$ cat config.mk
export PLATFORM = sky130hd
export DESIGN_NAME = axi_dma_write
export DESIGN_NICKNAME = d
export VERILOG_FILES = /design/src/rtl/axi_dma_write.sv
export SDC_FILE = /design/constraint.sdc
export NUM_CORES = 1
export LEC_CHECK = 0
export ABC_AREA = 1
export CAP_MARGIN = 30
export CORE_AREA = 2 2 264 266
export DETAILED_ROUTE_END_ITERATION = 16
export DIE_AREA = 0 0 266 268
export GPL_TIMING_DRIVEN = 0
export PLACE_DENSITY_LB_ADDON = 0.25
export SLEW_MARGIN = 20
export SYNTH_ARGS = -nofsm -noshare
export SYNTH_HDL_FRONTEND = slang
export SYNTH_SLANG_ARGS = --single-unit
$ cat constraint.sdc
create_clock -name clk -period 2.8 [get_ports clk]
set_input_delay 0.28 -clock clk [delete_from_list [all_inputs] [get_ports clk]]
set_output_delay 0.28 -clock clk [all_outputs]
set_load 0.005 [all_outputs]
$ cat src/rtl/axi_dma_write.sv
// Single-beat AXI4 write master bridging a simple valid/ready databus write port.
// One request in flight at a time; AW, W and B phases run strictly one after another.
module axi_dma_write #(
    parameter int DATA_W  = 256,
    parameter int ADDR_W  = 30,
    parameter int USE_RAM = 0
) (
    input  logic                  clk,
    input  logic                  rst,
    input  logic                  valid,
    input  logic [ADDR_W-1:0]     addr,
    input  logic [DATA_W-1:0]     wdata,
    input  logic [DATA_W/8-1:0]   wstrb,
    output logic                  ready,
    output logic [0:0]            m_axi_awid,
    output logic [ADDR_W-1:0]     m_axi_awaddr,
    output logic [7:0]            m_axi_awlen,
    output logic [2:0]            m_axi_awsize,
    output logic [1:0]            m_axi_awburst,
    output logic [0:0]            m_axi_awlock,
    output logic [3:0]            m_axi_awcache,
    output logic [2:0]            m_axi_awprot,
    output logic [3:0]            m_axi_awqos,
    output logic                  m_axi_awvalid,
    input  logic                  m_axi_awready,
    output logic [DATA_W-1:0]     m_axi_wdata,
    output logic [DATA_W/8-1:0]   m_axi_wstrb,
    output logic                  m_axi_wlast,
    output logic                  m_axi_wvalid,
    input  logic                  m_axi_wready,
    input  logic [0:0]            m_axi_bid,
    input  logic [1:0]            m_axi_bresp,
    input  logic                  m_axi_bvalid,
    output logic                  m_axi_bready
);
    // state | meaning
    // IDLE  | waiting for a databus request
    // ADDR  | awvalid high with the latched address
    // DATA  | wvalid high with the latched data/strobes (single beat)
    // RESP  | bready high, waiting for the write response
    // DONE  | one-cycle ready pulse (registered completion or empty-strobe request)

    localparam int   STRB_W   = DATA_W / 8;
    localparam int   SIZE_LOG = $clog2(STRB_W);
    localparam logic RAM_MODE = (USE_RAM != 0);

    typedef enum logic [2:0] {
        S_IDLE,
        S_ADDR,
        S_DATA,
        S_RESP,
        S_DONE
    } state_t;

    state_t              state;
    logic                awvalid_q;
    logic                wvalid_q;
    logic                bready_q;
    logic                done_q;
    logic [ADDR_W-1:0]   addr_q;
    logic [DATA_W-1:0]   data_q;
    logic [STRB_W-1:0]   strb_q;

    always_ff @(posedge clk) begin
        if (rst) begin
            state     <= S_IDLE;
            awvalid_q <= 1'b0;
            wvalid_q  <= 1'b0;
            bready_q  <= 1'b0;
            done_q    <= 1'b0;
            addr_q    <= '0;
            data_q    <= '0;
            strb_q    <= '0;
        end else begin
            case (state)
                S_IDLE: begin
                    if (valid) begin
                        if (|wstrb) begin
                            addr_q    <= addr;
                            data_q    <= wdata;
                            strb_q    <= wstrb;
                            awvalid_q <= 1'b1;
                            state     <= S_ADDR;
                        end else begin
                            // nothing to write: complete without touching the bus
                            done_q <= 1'b1;
                            state  <= S_DONE;
                        end
                    end
                end
                S_ADDR: begin
                    if (m_axi_awready) begin
                        awvalid_q <= 1'b0;
                        wvalid_q  <= 1'b1;
                        state     <= S_DATA;
                    end
                end
                S_DATA: begin
                    if (m_axi_wready) begin
                        wvalid_q <= 1'b0;
                        bready_q <= 1'b1;
                        state    <= S_RESP;
                    end
                end
                S_RESP: begin
                    if (m_axi_bvalid) begin
                        bready_q <= 1'b0;
                        if (RAM_MODE) begin
                            state <= S_IDLE;
                        end else begin
                            done_q <= 1'b1;
                            state  <= S_DONE;
                        end
                    end
                end
                S_DONE: begin
                    done_q <= 1'b0;
                    state  <= S_IDLE;
                end
                default: state <= S_IDLE;
            endcase
        end
    end

    // In RAM mode the completion is signalled in the B handshake cycle itself.
    assign ready = done_q | (RAM_MODE & bready_q & m_axi_bvalid);

    assign m_axi_awid    = 1'b0;
    assign m_axi_awaddr  = addr_q;
    assign m_axi_awlen   = 8'd0;
    assign m_axi_awsize  = 3'(SIZE_LOG);
    assign m_axi_awburst = 2'b01;
    assign m_axi_awlock  = 1'b0;
    assign m_axi_awcache = 4'b0011;
    assign m_axi_awprot  = 3'b000;
    assign m_axi_awqos   = 4'd0;
    assign m_axi_awvalid = awvalid_q;
    assign m_axi_wdata   = data_q;
    assign m_axi_wstrb   = strb_q;
    assign m_axi_wlast   = wvalid_q;
    assign m_axi_wvalid  = wvalid_q;
    assign m_axi_bready  = bready_q;

    // Response id and status carry no information for this master.
    logic unused_bresp;
    assign unused_bresp = ^{m_axi_bid, m_axi_bresp};

endmodule

; ---- After elaboration in Yosys (flattened, before gate mapping)
; Cells that the tools add are included.
; W data, S select, Z words.
[classes]
n_addsub = 0
div_mod_pow = 0
n_lt_le_gt_ge = 0
shifts = 0
reduce_logical = 12
multipliers = 0
eq_ne = 10
n_bitwise = 0
mux = 20
[op_table]
columns = op, count
row1 = $reduce_or A32 Y1, 1
row2 = $mux W3, 5
row3 = $ne A2 B2 Y1 const B, 6
row4 = $pmux W3 S4, 1
row5 = $reduce_and A4 Y1, 3
row6 = $mux W1, 10
row7 = $reduce_and A3 Y1, 3
row8 = $eq A3 B2 Y1 const B, 2
row9 = $pmux W1 S2, 3
row10 = $reduce_bool A2 Y1, 3
row11 = $eq A3 B1 Y1 const B, 1
row12 = $eq A3 B3 Y1 const B, 1
row13 = $logic_not A3 Y1, 1
row14 = $pmux W1 S3, 1
row15 = $reduce_bool A3 Y1, 1
[word_totals]
in_bits = 327
mem_count = 0
ramBits = 0
elab_cells = 50
output_inout_bits = 349
mem_bits_ro = 0
reg_bits = 325
latchBits = 0

; ---- Logic depth before layout (Yosys ltp)
[depth]
depth_word = 4
ltp_mapped = 13
mapped_depth_nobuf = 10

; ---- Worst setup path before layout
; No wires, ideal clock.
[synth_timing]
path_kind = input-to-reg
start = input wstrb[1]
end = register data_q[140], in the netlist m_axi_wdata[140]
arrival_time_ps = 1370
slack_ps = 1320
setup_time_ps = 110
cell_stages = 13
required_time_ps = 2690
path_buffers = 3
cell_sequence = inv_1 -> nand2_1 -> nor2_1 -> nand2_1 -> nor2_1 -> nand2_1 -> nand3_2 -> buf_4 -> buf_6 -> buf_6 -> nand2_1 -> inv_2 -> nor2_1
[synth_via]
elab_chain_len = 2
[synth_rtl]
columns = element, line_no
row1 = from (decl), 13  ; input logic [DATA_W/8-1:0] wstrb,
row2 = $reduce_or A32 Y1, 78  ; if (|wstrb) begin
row3 = $reduce_and A3 Y1 (no line), n/a
row4 = to (signal assigned), 80  ; data_q <= wdata;
row5 = to (decl), 61  ; logic [DATA_W-1:0] data_q;
; No other way between the ends.
; A chain may end at the register's enable or synchronous reset.

; ---- Worst setup path in the final report
[layout_timing]
start = input wstrb[28]
end = register data_q[185], in the netlist m_axi_wdata[185]
; Same word-level chain as after synthesis.

==> metrics <==
max-cap viol count 0; H-tree depth 2; mux contribution to synthesized area 0%; Compound-Gate Fraction of Synth Area less than 1%; drt pass-1 iters 5; Initial DRC Count 844; initial antenna violation count 5; critical path fanouts, max 10; # DRC 0; hold buffers post-CTS 0; clock slew at the register clock pins of the worst setup and hold paths ~0.060 ns; Max Root-Sink Buffers 3; outcome completed; Design Power 0.0228 W; first-pass GRT wire length around 94000 microns; CTS root buffer clkbuf_16; die span in y 268 microns; reg2reg end m_axi_wdata[40]; Hold Path End m_axi_wdata[15]; fin nets a little under 4000; clk_skew approximately 0.016 ns; Resize count post-CTS 0; Final ANT Viol Nets 0; worst reg2reg path depth 8; GP Congestion 0.874; VDD IR-drop max 421 uV; CTS Buf Count 43; HP Class in -> reg; row cnt 96; vias in the first global route 16200; Critical Path RT 3.26 ns; setup bufs post-CTS 0; startpoint types input port; synthesized area per cell 6.02 sq um; post-synth cell types 21; count of pins over their slew limit 0; CTS tree yes; Yosys warnings 0; min Tclk post-route 2.22 ns; mapped cell area 0.0170 sq mm; DP Wirelength around 50000 microns; leak pwr 13.9 nW; crit path DAT 2.67 ns; Placed Area 0.0247 sq mm; relative slew slack 31.8%; layout overhead on the synthesized area 53.3%; clk sink count 325; maximum clock rate between 0.4 and 0.5 GHz; fin util 38.3%; worst slew pin tran between 1 and 1.5 ns; Mapped Cells 2830; gr usage total 17.2%; Crit Path Class in -> reg; PwrDens 875 mW/mm^2; worst reg2reg setup slack ~0.6 ns; hold_sp wdata[15]; largest net degree at the start of global routing 11; Core Box Area 0.0682 sq mm; sequential fraction of the synthesis area 38.2%; CP Capture Type flop; adder-cell share of the synthesized area 0%; Filler Cells Inserted 7325; RR Startpoint state[1]; largest family of logic cells by synthesized area simple AND/OR/NAND/NOR gates; Vias about 18000; Die Area 0.0713 sq mm; Hold Path Depth 5; share of cells above drive strength 1 5.67%; Simple-Gate Fraction of Synth Area between 30% and 40%; period utilization 79.2%; IO Count between 600 and 700; count of final hold-check violations 0; design area 0.0261 sq mm; Synth Register Bits 325; grt total ovfl 0; Initial Util between 20% and 30%; port buffer count roughly 650; DR WL/cell around 14 microns; clk_lat worst skew 0.55 ns; RSZ-0062 raised after global routing no; # setup viols final 0; Routed WL roughly 64000 microns; post-synthesis xor/xnor area fraction 0%; Die W 266 microns; Via density 3.93
## placed cells by master (no fill, tap or decap), types with 21 or more instances in the layout
| master | n |
|---|---|
| inv_2 | 21 |
| clkdlybuf4s50_1 | 646 |
| buf_2 | 78 |
| inv_1 | 940 |
| clkbuf_1 | 82 |
| clkbuf_16 | 45 |
| nand4_1 | 320 |
| nand2_1 | 666 |
| dfxtp_1 | 325 |
| buf_4 | 28 |
| nor2_1 | 335 |
| conb_1 | 26 |
## critical path: stages
cell and delay (ns):
clkdlybuf4s50_1 0.51, nor2_1 0.07, nand4_1 0.10, nor2_1 0.11, nand2_1 0.17, clkbuf_1 0.78, buf_2 0.36, nand4_1 0.11
nand2_1 0.12, nor2_1 0.05
## layer usage
metal	track usage, %	part of all wire, %	wire length [microns]
met2	30.5	49	30900
met4	5.44	2.8	1780
met3	4.92	7.0	4460
met5	0	0.031	20
met1	19.9	42	26400
## cell type report
type                    count  area (sq um)  share of cell area (%)
inverters                 962          3610                    13.8
diodes                      2          5.00                  0.0192
plain buffers             202          1040                    4.00
clock inverters             7          88.8                   0.340
clock buffers              68          1270                    4.88
multi-input cells        1365          5960                    22.8
well taps                 882          1100                    4.23
repair buffers            649          6510                    24.9
flip-flops and latches    325          6510                    24.9
## Yosys cell counts
library cell	count	share of area (%)
and3_1	1	0.037
nor3_1	3	0.088
dfxtp_1	325	38
buf_2	78	2.3
buf_6	11	0.73
buf_1	19	0.42
a41oi_1	1	0.051
inv_2	21	0.46
nand2_1	666	15
nor2_1	335	7.4
nand3_1	2	0.059
clkinv_1	1	0.022
clkbuf_1	66	1.5
a21oi_1	6	0.18
conb_1	2	0.044
nand4_1	320	12
buf_4	28	1.2
o21ai_0	2	0.059
or2_2	2	0.073
inv_1	940	21
nand3_2	1	0.059
## state kept, by name, summed over array words and instances (netlist names)
| signal | cells |
|---|---|
| ready | 1 |
| state | 3 |
| m_axi_bready | 1 |
| m_axi_awvalid | 1 |
| m_axi_wdata | 256 |
| m_axi_awaddr | 30 |
| m_axi_wlast | 1 |
| m_axi_wstrb | 32 |
## where the power goes
| part | leakage, nW | switching, W | internal (W) |
|---|---|---|---|
| sequential | 2.69 | 0.000734 | 0.00610 |
| combinational | 10.6 | 0.00555 | 0.00503 |
| clock | 0.666 | 0.00214 | 0.00328 |
| total | 13.9 | 0.00842 | 0.0144 |
## through the flow
step / setup WS (ns) / instances / hold slack, ns / setup TNS (ns)
finish: 0.582 / 4462 / 0.371 / 0
global placement: -0.228 / 4382 / 0.444 / -10.27
global route: 0.360 / 4462 / 0.368 / 0
CTS: 0.579 / 4460 / 0.329 / 0
detailed placement: 0.0325 / 4385 / 0.440 / 0
floorplan: 1.32 / 2854 / 0.349 / 0
## cell families (layout without fill, tap and decap cells)
group	count (synthesis)	after routing
AOI/OAI and AO/OA	9	9
buffers and inverters	1164	1888
DFF	325	325
other	2	28
and+or+nand+nor	1330	1330
## worst max-delay path by stage
stage | from | endpoint | depth (start not counted)
after floorplan | wstrb[1] | m_axi_wdata[140] | 13
after detailed placement | wstrb[28] | m_axi_wdata[185] | 10
final | wstrb[28] | m_axi_wdata[185] | 10
after global routing | state[1] | m_axi_wdata[43] | 8
after CTS | state[1] | m_axi_wdata[0] | 8
after global placement | wstrb[28] | m_axi_wdata[133] | 10
Power figures use the tool's default switching activity.
